`config.mk`:
```
export PLATFORM = sky130hd
export DESIGN_NAME = sprite_blitter
export DESIGN_NICKNAME = d
export VERILOG_FILES = /design/src/rtl/vga_pkg.sv /design/src/rtl/sprite_scan_counter.sv /design/src/rtl/sprite_blitter.sv
export SDC_FILE = /design/constraint.sdc
export NUM_CORES = 1
export LEC_CHECK = 0
export ABC_AREA = 0
export CAP_MARGIN = 20
export CELL_PAD_IN_SITES_DETAIL_PLACEMENT = 0
export CELL_PAD_IN_SITES_GLOBAL_PLACEMENT = 1
export CORE_MARGIN = 2
export CORE_UTILIZATION = 44
export CTS_CLUSTER_SIZE = 25
export DETAILED_ROUTE_END_ITERATION = 7
export GPL_TIMING_DRIVEN = 0
export PLACE_DENSITY = 0.86
export RECOVER_POWER = 50
export SLEW_MARGIN = 10
export SYNTH_ARGS = -nofsm -noshare
export SYNTH_HDL_FRONTEND = slang
export SYNTH_SLANG_ARGS = --single-unit
```
`constraint.sdc`:
```
create_clock -name clock_all -period 6.2 [get_ports clock_all]
set_clock_uncertainty 0.2 [all_clocks]
set_input_delay 1.24 -clock clock_all [delete_from_list [all_inputs] [get_ports clock_all]]
set_output_delay 1.24 -clock clock_all [all_outputs]
set_load 0.02 [all_outputs]
```
`src/rtl/vga_pkg.sv`:
```
// Shared VGA path definitions: screen defaults, coordinate widths and the
// sprite blitter state encoding.
package vga_pkg;

    localparam int unsigned SCREEN_W_DEF = 320;
    localparam int unsigned SCREEN_H_DEF = 240;
    localparam int unsigned X_W          = 9;
    localparam int unsigned Y_W          = 8;
    localparam int unsigned COLOUR_W_DEF = 3;

    typedef enum logic [1:0] {
        IDLE,
        RUN,
        DRAIN,
        DONE
    } blit_state_t;

endpackage

```
`src/rtl/sprite_scan_counter.sv`:
```
// Row-major sprite walk: column/row counters, running row base (no multiplier)
// and the ROM address with optional horizontal mirroring.
module sprite_scan_counter
    import vga_pkg::*;
#(
    parameter int unsigned SPRITE_W = 63,
    parameter int unsigned SPRITE_H = 56,
    parameter int unsigned ADDR_W   = 12,
    parameter int unsigned COL_W    = 6,
    parameter int unsigned ROW_W    = 6
) (
    input  logic              i_clk,
    input  logic              i_rst,
    input  logic              i_clear,
    input  logic              i_advance,
    input  logic              i_mirror,
    output logic [COL_W-1:0]  o_col,
    output logic [ROW_W-1:0]  o_row,
    output logic [ADDR_W-1:0] o_address,
    output logic              o_last
);

    logic [COL_W-1:0]  r_col;
    logic [ROW_W-1:0]  r_row;
    logic [ADDR_W-1:0] r_row_base;
    logic              w_col_end;
    logic [COL_W-1:0]  w_col_eff;

    assign w_col_end = (r_col == COL_W'(SPRITE_W - 1));
    assign o_last    = w_col_end && (r_row == ROW_W'(SPRITE_H - 1));
    assign w_col_eff = i_mirror ? (COL_W'(SPRITE_W - 1) - r_col) : r_col;

    // Counters wrap back to zero after the final pixel so the next draw starts clean.
    always_ff @(posedge i_clk or posedge i_rst) begin
        if (i_rst) begin
            r_col      <= '0;
            r_row      <= '0;
            r_row_base <= '0;
        end else if (i_clear) begin
            r_col      <= '0;
            r_row      <= '0;
            r_row_base <= '0;
        end else if (i_advance) begin
            if (o_last) begin
                r_col      <= '0;
                r_row      <= '0;
                r_row_base <= '0;
            end else if (w_col_end) begin
                r_col      <= '0;
                r_row      <= r_row + ROW_W'(1);
                r_row_base <= r_row_base + ADDR_W'(SPRITE_W);
            end else begin
                r_col <= r_col + COL_W'(1);
            end
        end
    end

    assign o_col     = r_col;
    assign o_row     = r_row;
    assign o_address = r_row_base + ADDR_W'(w_col_eff);

endmodule

```
`src/rtl/sprite_blitter.sv`:
```
// Sprite draw engine: walks a W x H ROM sprite one pixel per clock and emits
// clipped, transparency-keyed pixels with a plot strobe for the VGA adapter.
module sprite_blitter
    import vga_pkg::*;
#(
    parameter int unsigned SPRITE_W      = 63,
    parameter int unsigned SPRITE_H      = 56,
    parameter int unsigned ADDR_W        = 12,
    parameter int unsigned COLOUR_W      = COLOUR_W_DEF,
    parameter int unsigned SCREEN_W      = SCREEN_W_DEF,
    parameter int unsigned SCREEN_H      = SCREEN_H_DEF,
    parameter bit          TRANSP_EN     = 1'b1,
    parameter int unsigned TRANSP_COLOUR = 0
) (
    input  logic                clock_all,
    input  logic                reset_all,
    input  logic                start,
    input  logic [X_W-1:0]      x_,
    input  logic [Y_W-1:0]      y_,
    input  logic                mirror,
    output logic                busy,
    output logic                done,
    output logic [ADDR_W-1:0]   rom_address,
    input  logic [COLOUR_W-1:0] rom_q,
    output logic [X_W-1:0]      out_x,
    output logic [Y_W-1:0]      out_y,
    output logic [COLOUR_W-1:0] out_colour,
    output logic                plot
);

    localparam int unsigned COL_W = $clog2(SPRITE_W);
    localparam int unsigned ROW_W = (SPRITE_H > 1) ? $clog2(SPRITE_H) : 1;

    blit_state_t      r_state;
    blit_state_t      w_next;
    logic             r_busy;
    logic             r_done;
    logic [X_W-1:0]   r_x_lat;
    logic [Y_W-1:0]   r_y_lat;
    logic             r_mirror;
    logic             r_issued_d;
    logic [COL_W-1:0] r_col_d;
    logic [ROW_W-1:0] r_row_d;
    logic             w_accept;
    logic [COL_W-1:0] w_col;
    logic [ROW_W-1:0] w_row;
    logic             w_last;
    logic [X_W:0]     w_sum_x;
    logic [Y_W:0]     w_sum_y;
    logic             w_transparent;

    assign w_accept = (r_state == IDLE) && start;

    sprite_scan_counter #(
        .SPRITE_W (SPRITE_W),
        .SPRITE_H (SPRITE_H),
        .ADDR_W   (ADDR_W),
        .COL_W    (COL_W),
        .ROW_W    (ROW_W)
    ) u_scan (
        .i_clk     (clock_all),
        .i_rst     (reset_all),
        .i_clear   (w_accept),
        .i_advance (r_state == RUN),
        .i_mirror  (r_mirror),
        .o_col     (w_col),
        .o_row     (w_row),
        .o_address (rom_address),
        .o_last    (w_last)
    );

    always_ff @(posedge clock_all or posedge reset_all) begin
        if (reset_all) begin
            r_state <= IDLE;
            r_busy  <= 1'b0;
            r_done  <= 1'b0;
        end else begin
            r_state <= w_next;
            r_busy  <= (w_next != IDLE);
            r_done  <= (w_next == DONE);
        end
    end

    always_comb begin
        w_next = r_state;
        unique case (r_state)
            IDLE:    if (start) w_next = RUN;
            RUN:     if (w_last) w_next = DRAIN;
            DRAIN:   w_next = DONE;
            DONE:    w_next = IDLE;
            default: w_next = IDLE;
        endcase
    end

    // Draw origin and orientation are frozen for the whole draw.
    always_ff @(posedge clock_all or posedge reset_all) begin
        if (reset_all) begin
            r_x_lat  <= '0;
            r_y_lat  <= '0;
            r_mirror <= 1'b0;
        end else if (w_accept) begin
            r_x_lat  <= x_;
            r_y_lat  <= y_;
            r_mirror <= mirror;
        end
    end

    // Pixel stage lines up screen coordinates with rom_q one cycle after issue.
    always_ff @(posedge clock_all or posedge reset_all) begin
        if (reset_all) begin
            r_issued_d <= 1'b0;
            r_col_d    <= '0;
            r_row_d    <= '0;
        end else begin
            r_issued_d <= (r_state == RUN);
            r_col_d    <= w_col;
            r_row_d    <= w_row;
        end
    end

    assign w_sum_x       = (X_W+1)'(r_x_lat) + (X_W+1)'(r_col_d);
    assign w_sum_y       = (Y_W+1)'(r_y_lat) + (Y_W+1)'(r_row_d);
    assign w_transparent = TRANSP_EN && (rom_q == COLOUR_W'(TRANSP_COLOUR));

    // The extra sum bit keeps wrapped coordinates off screen.
    assign plot = r_issued_d && !w_transparent
               && (w_sum_x < (X_W+1)'(SCREEN_W))
               && (w_sum_y < (Y_W+1)'(SCREEN_H));

    assign out_x      = w_sum_x[X_W-1:0];
    assign out_y      = w_sum_y[Y_W-1:0];
    assign out_colour = rom_q;
    assign busy       = r_busy;
    assign done       = r_done;

endmodule

```
==> qor.yml <==
run_status:
  status: "finished, violations left"
  violations: "max-capacitance violations, max-slew violations"
clock_tree:
  cts_tree: "done"
  post_cts_resized: 0
  clock_latency_ns: 0.32
  cts_setup_buffers: 0
  cts_hold_buf: 0
  clk_path_buf_depth: 2
  clk_pin_slew_ns: 0.06
  htree_num_levels: 3
  clock_sinks: 59
  cts_buffers: 9
  clockRootBuffer: "clkbuf_8"
drt:
  wire_per_inst_um: 12.9
  drtIter0Drc: 137
  viasPerCell: 5.02
  drc: 0
  first_pass_iters: 4
  totalWireLength_um: 6630
  ant_nets: 0
  routed-via-count: 2581
synthesis:
  synth_top_flop_cell: "dfrtp_1"
  yosysWarnings: 0
  syn-num-nets: 386
  yosys.area_share.simple: 0.147
  syn_area_um2: 3440
  synth_compound_area_frac: 0.124
  synthAdderAreaFrac: 0.0975
  synth_edf_count: 0
  syn_avg_cell_area_um2: 10.2
  synth_top_family_by_area: "simple AND/OR/NAND/NOR gates"
  synth_cell_types: 48
  synth_xor_area_frac: 0.0993
  synth_seq_cells: 59
  synth_mux_area_frac: 0.0680
  syn_inst: 337
  ys_seq_area_frac: 0.429
  ys_async_sr_fraction: 1.00
power_and_ir_drop:
  pwr_density_cell_nw_per_um2: 223
  leakage_nw: 2.00
  vdd_drop_max_mv: 0.161
placed_design:
  portBuffers: 58
  gp_congestion: 0.858
  post-dp-hpwl_um: 5120
min_path:
  hp-class: "flop to flop"
global_routing:
  track_usage: 0.167
  grtUsageMet1: 0.223
  top_usage_layer: "met2"
  antenna_found_initial: 0
  grt_pass1_wl_um: 11400
  grt_pass1_vias: 2539
  use_met3: 0.0342
  met2_usage: 0.269
  grt_max_degree: 40
  grt.overflow.total: 0
layout:
  fin_util: 0.574
  syn_to_final_growth_pct: 27.6
  final.fill_count: 675
  layout.nets: 456
  antenna_cells: 0
  drive_gt1_frac: 0.124
sta:
  hold_ws_ns: 0.191
  relSlewSlack: -0.307
  rsz0062_at_grt: "no"
  max_freq_mhz: 201
  setup_viol: 0
  fin_setup_tns_ns: 0
  worst_slew_pin_slew_ns: 1.96
  slew_viol_final: 40
  fin_crit_sh: 0.803
  hold_viol: 0
  finalCriticalPeriod_ns: 4.98
setup_path:
  critPathCaptureType: "output port"
  worst-path-max-fanout: 8
  arrival_ns: 3.54
  crit_type: "flop to output port"
  critPathLaunchType: "flop"
  cp.required_ns: 4.76
floorplanning:
  die_y_um: 92.4
  dieWidth_um: 92.4
  fp-row-count: 32
  io_pins: 59
  core-area_um2: 7650
  dieArea_um2: 8540
  initial_core_util: 0.450
job:
  maxCapViolations: 1
final cells by class:
class,count,area [um2],area share
sequential,59,1480,0.336
clock inverter,5,100,0.0228
inverter,15,56.3,0.0128
timing repair buffer,59,584,0.133
tap,102,128,0.0291
buffer,11,66.3,0.0151
clock buffer,11,141,0.0322
multi-input combinational,252,1840,0.418
cell families (layout without fill, tap and decap cells):
kind of cell               Yosys count  count (layout)
AOI/OAI and AO/OA                   64              64
xor gates and xnor gates            39              39
adders and majority gates           25              25
buffers and inverters               26             101
DFF                                 59              59
muxes                               21              21
and+or+nand+nor                    103             103
final timing paths:
kind / startpoint / endpoint / slack [ns] / cells past startpoint
worst max register to register: u_scan.o_col[0]$_DFFE_PP0P_ / u_scan.r_row_base[5]$_DFFE_PP0P_ / 3.93 / 9
worst min-delay path: u_scan.o_col[3]$_DFFE_PP0P_ / r_col_d[3]$_DFF_PP0_ / 0.19 / 0
min in group asynchronous: reset_all / r_row_d[1]$_DFF_PP0_ / 1.30 / 2
worst max-delay path: u_scan.o_col[0]$_DFFE_PP0P_ / rom_address[8] / 1.22 / 11
worst min register to register: u_scan.o_col[3]$_DFFE_PP0P_ / r_col_d[3]$_DFF_PP0_ / 0.19 / 0
max in group asynchronous: reset_all / r_x_lat[3]$_DFFE_PP0P_ / 2.20 / 3
per-layer routing:
layer | share of wire | wire length (um) | up-vias
met5 | 0 | 0 | -
met4 | 0.014 | 93 | 0
met3 | 0.043 | 284 | 9
met2 | 0.45 | 2990 | 59
met1 | 0.49 | 3260 | 1199
li1 | - | - | 1314
worst max-delay path: stages (launching register included):
cell	delay, ns
dfrtp_1	0.47
inv_1	0.08
ha_1	0.30
mux2_2	0.29
fa_1	0.43
a21o_1	0.17
a21oi_1	0.20
o21ai_0	0.11
a21oi_1	0.31
nor2_1	0.10
xor2_1	0.15
clkdlybuf4s50_1	0.62
sequential cells by signal (all words and copies together), names as in the netlist:
signal             flops
busy                   1
done                   1
r_col_d                6
r_issued_d             1
r_mirror               1
r_row_d                6
r_state                2
r_x_lat                9
r_y_lat                8
u_scan.o_col           6
u_scan.o_row           6
u_scan.r_row_base     12
metrics by stage:
stage	worst slack [ns]	power [mW]	instance area [um2]	std cells
2_1_floorplan	2.19	0.502	3440	337
3_3_place_gp	1.56	0.564	4150	497
3_5_place_dp	1.52	0.568	4170	498
4_1_cts	1.14	0.991	4410	514
5_1_grt	0.936	1.02	4390	514
6_report	1.22	0.978	4390	514
report_power, final:
| group | switching (mW) | total (mW) | internal, mW | leakage (nW) |
|---|---|---|---|---|
| Sequential | 0.0105 | 0.407 | 0.396 | 0.735 |
| Clock | 0.143 | 0.420 | 0.277 | 0.123 |
| Combinational | 0.0744 | 0.151 | 0.0769 | 1.14 |
| Total | 0.228 | 0.978 | 0.750 | 2.00 |
cell usage in the layout, fill, tap and decap left out, types with 4 or more instances in the layout:
cell type / count
ha_1: 22
clkbuf_1: 6
mux2_2: 18
xor2_1: 17
nor3_1: 6
and3_1: 8
dfrtp_1: 59
o31ai_1: 4
nor2_1: 34
a21o_1: 7
inv_1: 15
clkdlybuf4s50_1: 56
xnor2_1: 22
a21oi_1: 11
nand3_1: 9
clkbuf_8: 10
buf_4: 4
nand2_1: 28
o21ai_0: 22
synthesized netlist by cell type, drive strengths merged, types with 2 or more instances:
cell type  instances  area share
xnor2             22       0.056
o31ai              4      0.0087
nand2b             2      0.0058
xor2              17       0.043
nor2b              3      0.0055
and3               8       0.015
o21ai             23       0.033
ha                22       0.080
nor3               6      0.0087
o21a               3      0.0065
o211a              2      0.0058
o21bai             3      0.0065
a211oi             4       0.010
buf                7       0.015
nand4              2      0.0036
dfrtp             59        0.43
fa                 3       0.017
nor2              37       0.043
clkbuf             4      0.0044
nand2             28       0.031
or3                2      0.0036
a21oi             11       0.016
inv               15       0.016
a21o               7       0.015
nand3              9       0.015
mux2              19       0.062
mux2i              2      0.0058
(Power assumes the default switching activity.)
